## src/rtl/mem_arbiter_pkg.sv

```systemverilog
// Shared types for the fetch/data memory port arbiter.
// Optional watchdog enabled with MEM_ARBITER_TIMEOUT_EN.
package mem_arbiter_pkg;

   typedef enum logic [1:0] {
      IDLE,
      ISSUE,
      WAIT,
      DONE
   } arb_state_t;

   typedef enum logic {
      GNT_FETCH,
      GNT_DATA
   } arb_grant_t;

   localparam logic [3:0] BE_WORD = 4'hF;

   // In DONE only the requester still waiting keeps the datapath frozen.
   function automatic logic stall_calc(
      input arb_state_t st,
      input arb_grant_t gnt,
      input logic       ireq,
      input logic       dreq
   );
      logic s;
      s = 1'b0;
      unique case (st)
         IDLE:        s = ireq | dreq;
         ISSUE, WAIT: s = 1'b1;
         DONE:        s = (gnt == GNT_DATA) ? ireq : dreq;
         default:     s = 1'b0;
      endcase
      return s;
   endfunction

endpackage

```

## src/rtl/mem_arbiter_watchdog.sv

```systemverilog
// Counts busy WAIT cycles and flags expiry at TIMEOUT_CYCLES.
// Instantiated only when MEM_ARBITER_TIMEOUT_EN is defined.
import mem_arbiter_pkg::*;

module mem_arbiter_watchdog #(
   parameter int TIMEOUT_CYCLES = 255
) (
   input  logic       clk,
   input  logic       rst,
   input  arb_state_t state,
   input  logic       mem_busy,
   output logic       expired
);

   localparam int CW = $clog2(TIMEOUT_CYCLES + 1);
   localparam logic [CW-1:0] LIMIT = CW'(TIMEOUT_CYCLES - 1);

   logic [CW-1:0] cnt;

   always_ff @(posedge clk or posedge rst) begin
      if (rst) begin
         cnt <= '0;
      end else if (state == ISSUE) begin
         cnt <= '0;
      end else if (state == WAIT && mem_busy) begin
         cnt <= cnt + 1'b1;
      end
   end

   assign expired = (state == WAIT) && mem_busy && (cnt == LIMIT);

endmodule

```

## src/rtl/mem_arbiter.sv

```systemverilog
// Single memory port arbiter: data beats fetch, one bus transaction at a time.
// Define MEM_ARBITER_TIMEOUT_EN to bound WAIT with a watchdog and sticky err.
import mem_arbiter_pkg::*;

module mem_arbiter #(
   parameter int ADDR_W         = 32,
   parameter int DATA_W         = 32,
   parameter int TIMEOUT_CYCLES = 255
) (
   input  logic              clk,
   input  logic              rst,
   input  logic              i_req,
   input  logic [ADDR_W-1:0] i_addr,
   output logic [DATA_W-1:0] i_rdata,
   output logic              i_ack,
   input  logic              d_ren,
   input  logic              d_wen,
   input  logic [ADDR_W-1:0] d_addr,
   input  logic [DATA_W-1:0] d_wdata,
   input  logic [3:0]        d_be,
   output logic [DATA_W-1:0] d_rdata,
   output logic              d_ack,
   output logic [ADDR_W-1:0] mem_addr,
   output logic [DATA_W-1:0] mem_wdata,
   output logic [3:0]        mem_be,
   output logic              mem_ren,
   output logic              mem_wen,
   input  logic [DATA_W-1:0] mem_rdata,
   input  logic              mem_busy,
   output logic              stall,
   output logic              err
);

   arb_state_t        state;
   arb_grant_t        grant;
   logic              is_wr;
   logic              expired;
   logic [DATA_W-1:0] rd_word;

   assign rd_word = expired ? '0 : mem_rdata;
   assign stall   = stall_calc(state, grant, i_req, d_ren | d_wen);

   always_ff @(posedge clk or posedge rst) begin
      if (rst) begin
         state     <= IDLE;
         grant     <= GNT_FETCH;
         is_wr     <= 1'b0;
         mem_addr  <= '0;
         mem_wdata <= '0;
         mem_be    <= '0;
         mem_ren   <= 1'b0;
         mem_wen   <= 1'b0;
         i_ack     <= 1'b0;
         d_ack     <= 1'b0;
         i_rdata   <= '0;
         d_rdata   <= '0;
      end else begin
         mem_ren <= 1'b0;
         mem_wen <= 1'b0;
         i_ack   <= 1'b0;
         d_ack   <= 1'b0;
         unique case (state)
            IDLE: begin
               if (d_ren | d_wen) begin
                  grant     <= GNT_DATA;
                  is_wr     <= d_wen;
                  mem_addr  <= d_addr;
                  mem_wdata <= d_wdata;
                  mem_be    <= d_be;
                  mem_ren   <= ~d_wen;
                  mem_wen   <= d_wen;
                  state     <= ISSUE;
               end else if (i_req) begin
                  grant    <= GNT_FETCH;
                  is_wr    <= 1'b0;
                  mem_addr <= i_addr;
                  mem_be   <= BE_WORD;
                  mem_ren  <= 1'b1;
                  state    <= ISSUE;
               end
            end
            ISSUE: state <= WAIT;
            WAIT: begin
               if (expired || !mem_busy) begin
                  state <= DONE;
                  if (grant == GNT_DATA) begin
                     d_ack <= 1'b1;
                     if (!is_wr) d_rdata <= rd_word;
                  end else begin
                     i_ack   <= 1'b1;
                     i_rdata <= rd_word;
                  end
               end
            end
            DONE: state <= IDLE;
            default: state <= IDLE;
         endcase
      end
   end

`ifdef MEM_ARBITER_TIMEOUT_EN
   mem_arbiter_watchdog #(
      .TIMEOUT_CYCLES(TIMEOUT_CYCLES)
   ) u_wdog (
      .clk      (clk),
      .rst      (rst),
      .state    (state),
      .mem_busy (mem_busy),
      .expired  (expired)
   );

   always_ff @(posedge clk or posedge rst) begin
      if (rst) err <= 1'b0;
      else if (expired) err <= 1'b1;
   end
`else
   assign expired = 1'b0;
   assign err     = 1'b0;
`endif

endmodule

```

## config.mk

```make
export PLATFORM = sky130hd
export DESIGN_NAME = mem_arbiter
export DESIGN_NICKNAME = d
export VERILOG_FILES = /design/src/rtl/mem_arbiter_pkg.sv /design/src/rtl/mem_arbiter_watchdog.sv /design/src/rtl/mem_arbiter.sv
export SDC_FILE = /design/constraint.sdc
export NUM_CORES = 1
export LEC_CHECK = 0
export ABC_AREA = 0
export CAP_MARGIN = 40
export CORE_ASPECT_RATIO = 0.75
export CORE_MARGIN = 3
export CORE_UTILIZATION = 37
export DETAILED_ROUTE_END_ITERATION = 8
export HOLD_SLACK_MARGIN = 0.15
export PLACE_DENSITY = 0.86
export SETUP_SLACK_MARGIN = 0.3
export SKIP_LAST_GASP = 1
export SLEW_MARGIN = 25
export SYNTH_ARGS = -nofsm -noshare
export SYNTH_HDL_FRONTEND = slang
export SYNTH_SLANG_ARGS = --single-unit
```

## constraint.sdc

```tcl
create_clock -name clk -period 4.3 [get_ports clk]
set_clock_uncertainty 0.2 [all_clocks]
set_input_delay 0.645 -clock clk [delete_from_list [all_inputs] [get_ports clk]]
set_output_delay 0.645 -clock clk [all_outputs]
set_load 0.05 [all_outputs]
```

==> impl_metrics.py <==
metrics = {
    "outcome": {
        "outcome": "complete, no violations",
    },
    "synth": {
        "syn_area_mm2": 0.00579,
        "synth_cell_types": 32,
        "yosysMostFrequentCell": "dfrtp_1",
        "ys.flop_type": "dfrtp_1",
        "synthCells": 387,
        "yosys-top-cells-count": "140 x dfrtp_1, 67 x mux2_2, 34 x nand2_1",
        "yosysTopAreaCellShare_pct": 60.5,
        "avgSynthCellArea_um2": 15.0,
        "yosysSeqAreaShare_pct": 60.5,
        "async_reset_ff_share_pct": 100,
        "synthTopCellsByArea": "dfrtp_1 61%, mux2_2 13%, mux2_4 7.8%",
        "synth_nets": 528,
        "yosys_register_bits": 140,
        "synth_edf_count": 0,
        "yosysWarnings": 0,
        "yosysTopAreaCell": "dfrtp_1",
    },
    "pwr": {
        "p_int_mw": 4.80,
        "finalPower_mw": 8.94,
        "p_clk_share_pct": 17.0,
        "comb_power_share_pct": 56.5,
        "p_seq_share_pct": 26.5,
        "p_per_area_mw_per_mm2": 965,
        "switching_share_pct": 46.3,
        "power.switching_mw": 4.14,
        "p_leak_nw": 3.92,
        "vdd.ir_drop.worst_mv": 0.603,
    },
    "routing": {
        "finalWirelength_mm": 15.6,
        "post_drt_wl_per_cell_um": 17.8,
        "first_iter_violations": 155,
        "drc_errors": 0,
        "drtPass1Iterations": 4,
        "vias_per_cell": 4.63,
        "ant_nets": 0,
        "vias": 4055,
    },
    "clocking": {
        "cts_buffers": 17,
        "cts_tree": "done",
        "cts_hold_buf": 0,
        "clk_latency_ns": 0.40,
        "cts_resized": 0,
        "h-tree-depth": 4,
        "clkSlewWorstSetupHoldPaths_ns": 0.06,
        "postCtsSetupBuffers": 0,
        "clock_path_buffers": 2,
        "clock-sinks": 140,
        "clock-root-buffer": "clkbuf_16",
    },
    "placed_design": {
        "gp_congestion": 0.796,
        "portBuffers": 274,
        "placedCellCount": 843,
        "hpwl_mm": 11.7,
    },
    "sta": {
        "hold_viol": 0,
        "rsz0062_at_grt": "false",
        "tns_ns": 0,
        "max_freq_ghz": 0.342,
        "final-max-slew-violation-count": 0,
        "finalSetupViolations": 0,
        "min_period_ns": 2.93,
        "maxSlewHeadroom_pct": 50.6,
        "worst_slew_pin_slew_ns": 0.740,
        "period_share_pct": 68.0,
    },
    "worst_setup_path": {
        "crit_type": "input pin to primary output",
        "r2r_slack_ns": 1.71,
        "critPathRequiredTime_ns": 3.45,
        "crit_path_start_kind": "input pin",
        "r2r_cells": 6,
        "crit_path_start": "d_wen",
        "r2r-end": "d_rdata[25]$_DFFE_PP0P_",
        "path_max_fanout": 6,
        "crit_end": "stall",
        "r2r_start": "state[0]$_DFFE_PP0P_",
        "end_kind": "primary output",
        "cp.arrival_ns": 2.08,
    },
    "hold_path": {
        "hold_path.class": "flip-flop to flip-flop",
    },
    "floorplanning": {
        "die-area_mm2": 0.0172,
        "die_w_um": 150,
        "core_area_mm2": 0.0149,
        "top_level_ports": 276,
        "rows": 38,
        "die_h_um": 114,
        "initial_utilization_pct": 38.9,
    },
    "finish": {
        "final_layout_size_suffix_gt1_share_pct": 21.0,
        "fill_cells": 1126,
        "num_antenna_cells": 0,
        "final_nets": 803,
        "finalNonFillerCells": 875,
        "syn2layout_area_growth_pct": 60.0,
    },
    "global_route": {
        "grt_max_degree": 141,
        "grt_pass1_vias": 4444,
        "grt_first_pass_wirelength_mm": 23.9,
        "grt_usage_pct": 17.8,
        "antenna_found_initial": 0,
        "overflow": 0,
    },
    "run": {
        "maxCapViolations": 0,
    },
}
-- per-layer routing --
layer	global-route usage [%]	share of wire, %
met2	31.1	52
met5	0	0
met3	6.41	8.0
met1	20.7	39
met4	5.06	1.3
-- worst max-delay path, cell delays in order --
cell and delay, ns:
clkdlybuf4s50_1 0.59, o31a_1 0.35, o32a_1 0.29, buf_4 0.20
-- flip-flops by register name, summed over array words and instances, names as in the netlist --
register	cells
mem_addr	32
grant	1
is_wr	1
i_rdata	32
mem_be	4
d_ack	1
mem_wdata	32
i_ack	1
mem_wen	1
mem_ren	1
state	2
d_rdata	32
-- power groups by stage --
stage / Sequential (mW) / Clock, mW / Combinational, mW
CTS: 2.37 / 1.55 / 5.11
detailed placement: 2.38 / 0 / 5.09
global placement: 2.33 / 0 / 4.98
finish: 2.37 / 1.52 / 5.05
floorplan: 4.54 / 0 / 1.18
global route: 2.44 / 1.62 / 5.26
-- per-stage QoR --
stage | worst slack, ns | instance area, um2 | hold slack (ns) | utilization [%]
after floorplan | 1.71 | 5790 | 0.303 | -
after global placement | 1.30 | 8620 | 0.262 | 57.9
after detailed placement | 1.25 | 8640 | 0.269 | 58.1
after CTS | 1.37 | 9270 | 0.283 | 62.3
after global routing | 1.30 | 9270 | 0.315 | 62.3
final | 1.37 | 9270 | 0.281 | 62.3
-- cell type report --
cell class / instances / area (um2) / area share (%)
flip-flops and latches: 140 / 3500 / 37.8
repair buffers: 280 / 2820 / 30.4
multi-input cells: 219 / 2050 / 22.2
clock buffers: 18 / 439 / 4.74
well taps: 200 / 250 / 2.70
clock inverters: 14 / 185 / 2.00
inverters: 4 / 18.8 / 0.203
-- cell usage in the layout, fill, tap and decap left out, types with 2 or more instances in the layout --
cell type / synthesis / final
mux2_2: 67 / 67
clkinv_4: 0 / 7
inv_1: 4 / 3
bufinv_16: 0 / 3
clkdlybuf4s50_1: 0 / 273
buf_4: 8 / 5
clkbuf_16: 0 / 17
nand2_1: 34 / 34
dfrtp_1: 140 / 140
mux2_4: 30 / 30
inv_6: 0 / 3
ha_1: 3 / 3
o21ai_1: 2 / 2
o22a_1: 5 / 5
mux2i_1: 32 / 32
clkinvlp_4: 0 / 2
o21ai_0: 30 / 30
-- how the worst min path moves through the flow --
stage	startpoint	endpoint	slack, ns	depth (start not counted)
final	mem_addr[19]$_DFFE_PP0P_	mem_addr[19]$_DFFE_PP0P_	0.28	2
after detailed placement	mem_addr[19]$_DFFE_PP0P_	mem_addr[19]$_DFFE_PP0P_	0.27	2
after floorplan	state[0]$_DFFE_PP0P_	state[0]$_DFFE_PP0P_	0.30	1
after global routing	mem_wdata[29]$_DFFE_PP0P_	mem_wdata[29]$_DFFE_PP0P_	0.31	1
after CTS	mem_addr[22]$_DFFE_PP0P_	mem_addr[22]$_DFFE_PP0P_	0.28	2
after global placement	mem_addr[2]$_DFFE_PP0P_	mem_addr[2]$_DFFE_PP0P_	0.26	2
-- cells by family (layout without fill, tap and decap cells) --
kind of cell | Yosys count | count (layout) | share of synthesized area (%)
adder cells (fa/ha/maj) | 3 | 3 | 0.648
AND/OR/NAND/NOR | 41 | 41 | 3.31
multiplexers | 129 | 129 | 26.3
flip-flops | 140 | 140 | 60.5
AO/OA/AOI/OAI | 45 | 45 | 4.99
buffers and inverters | 28 | 316 | 4.15
other | 1 | 1 | 0.0648
Note: power is estimated with default switching activity, not from simulation.
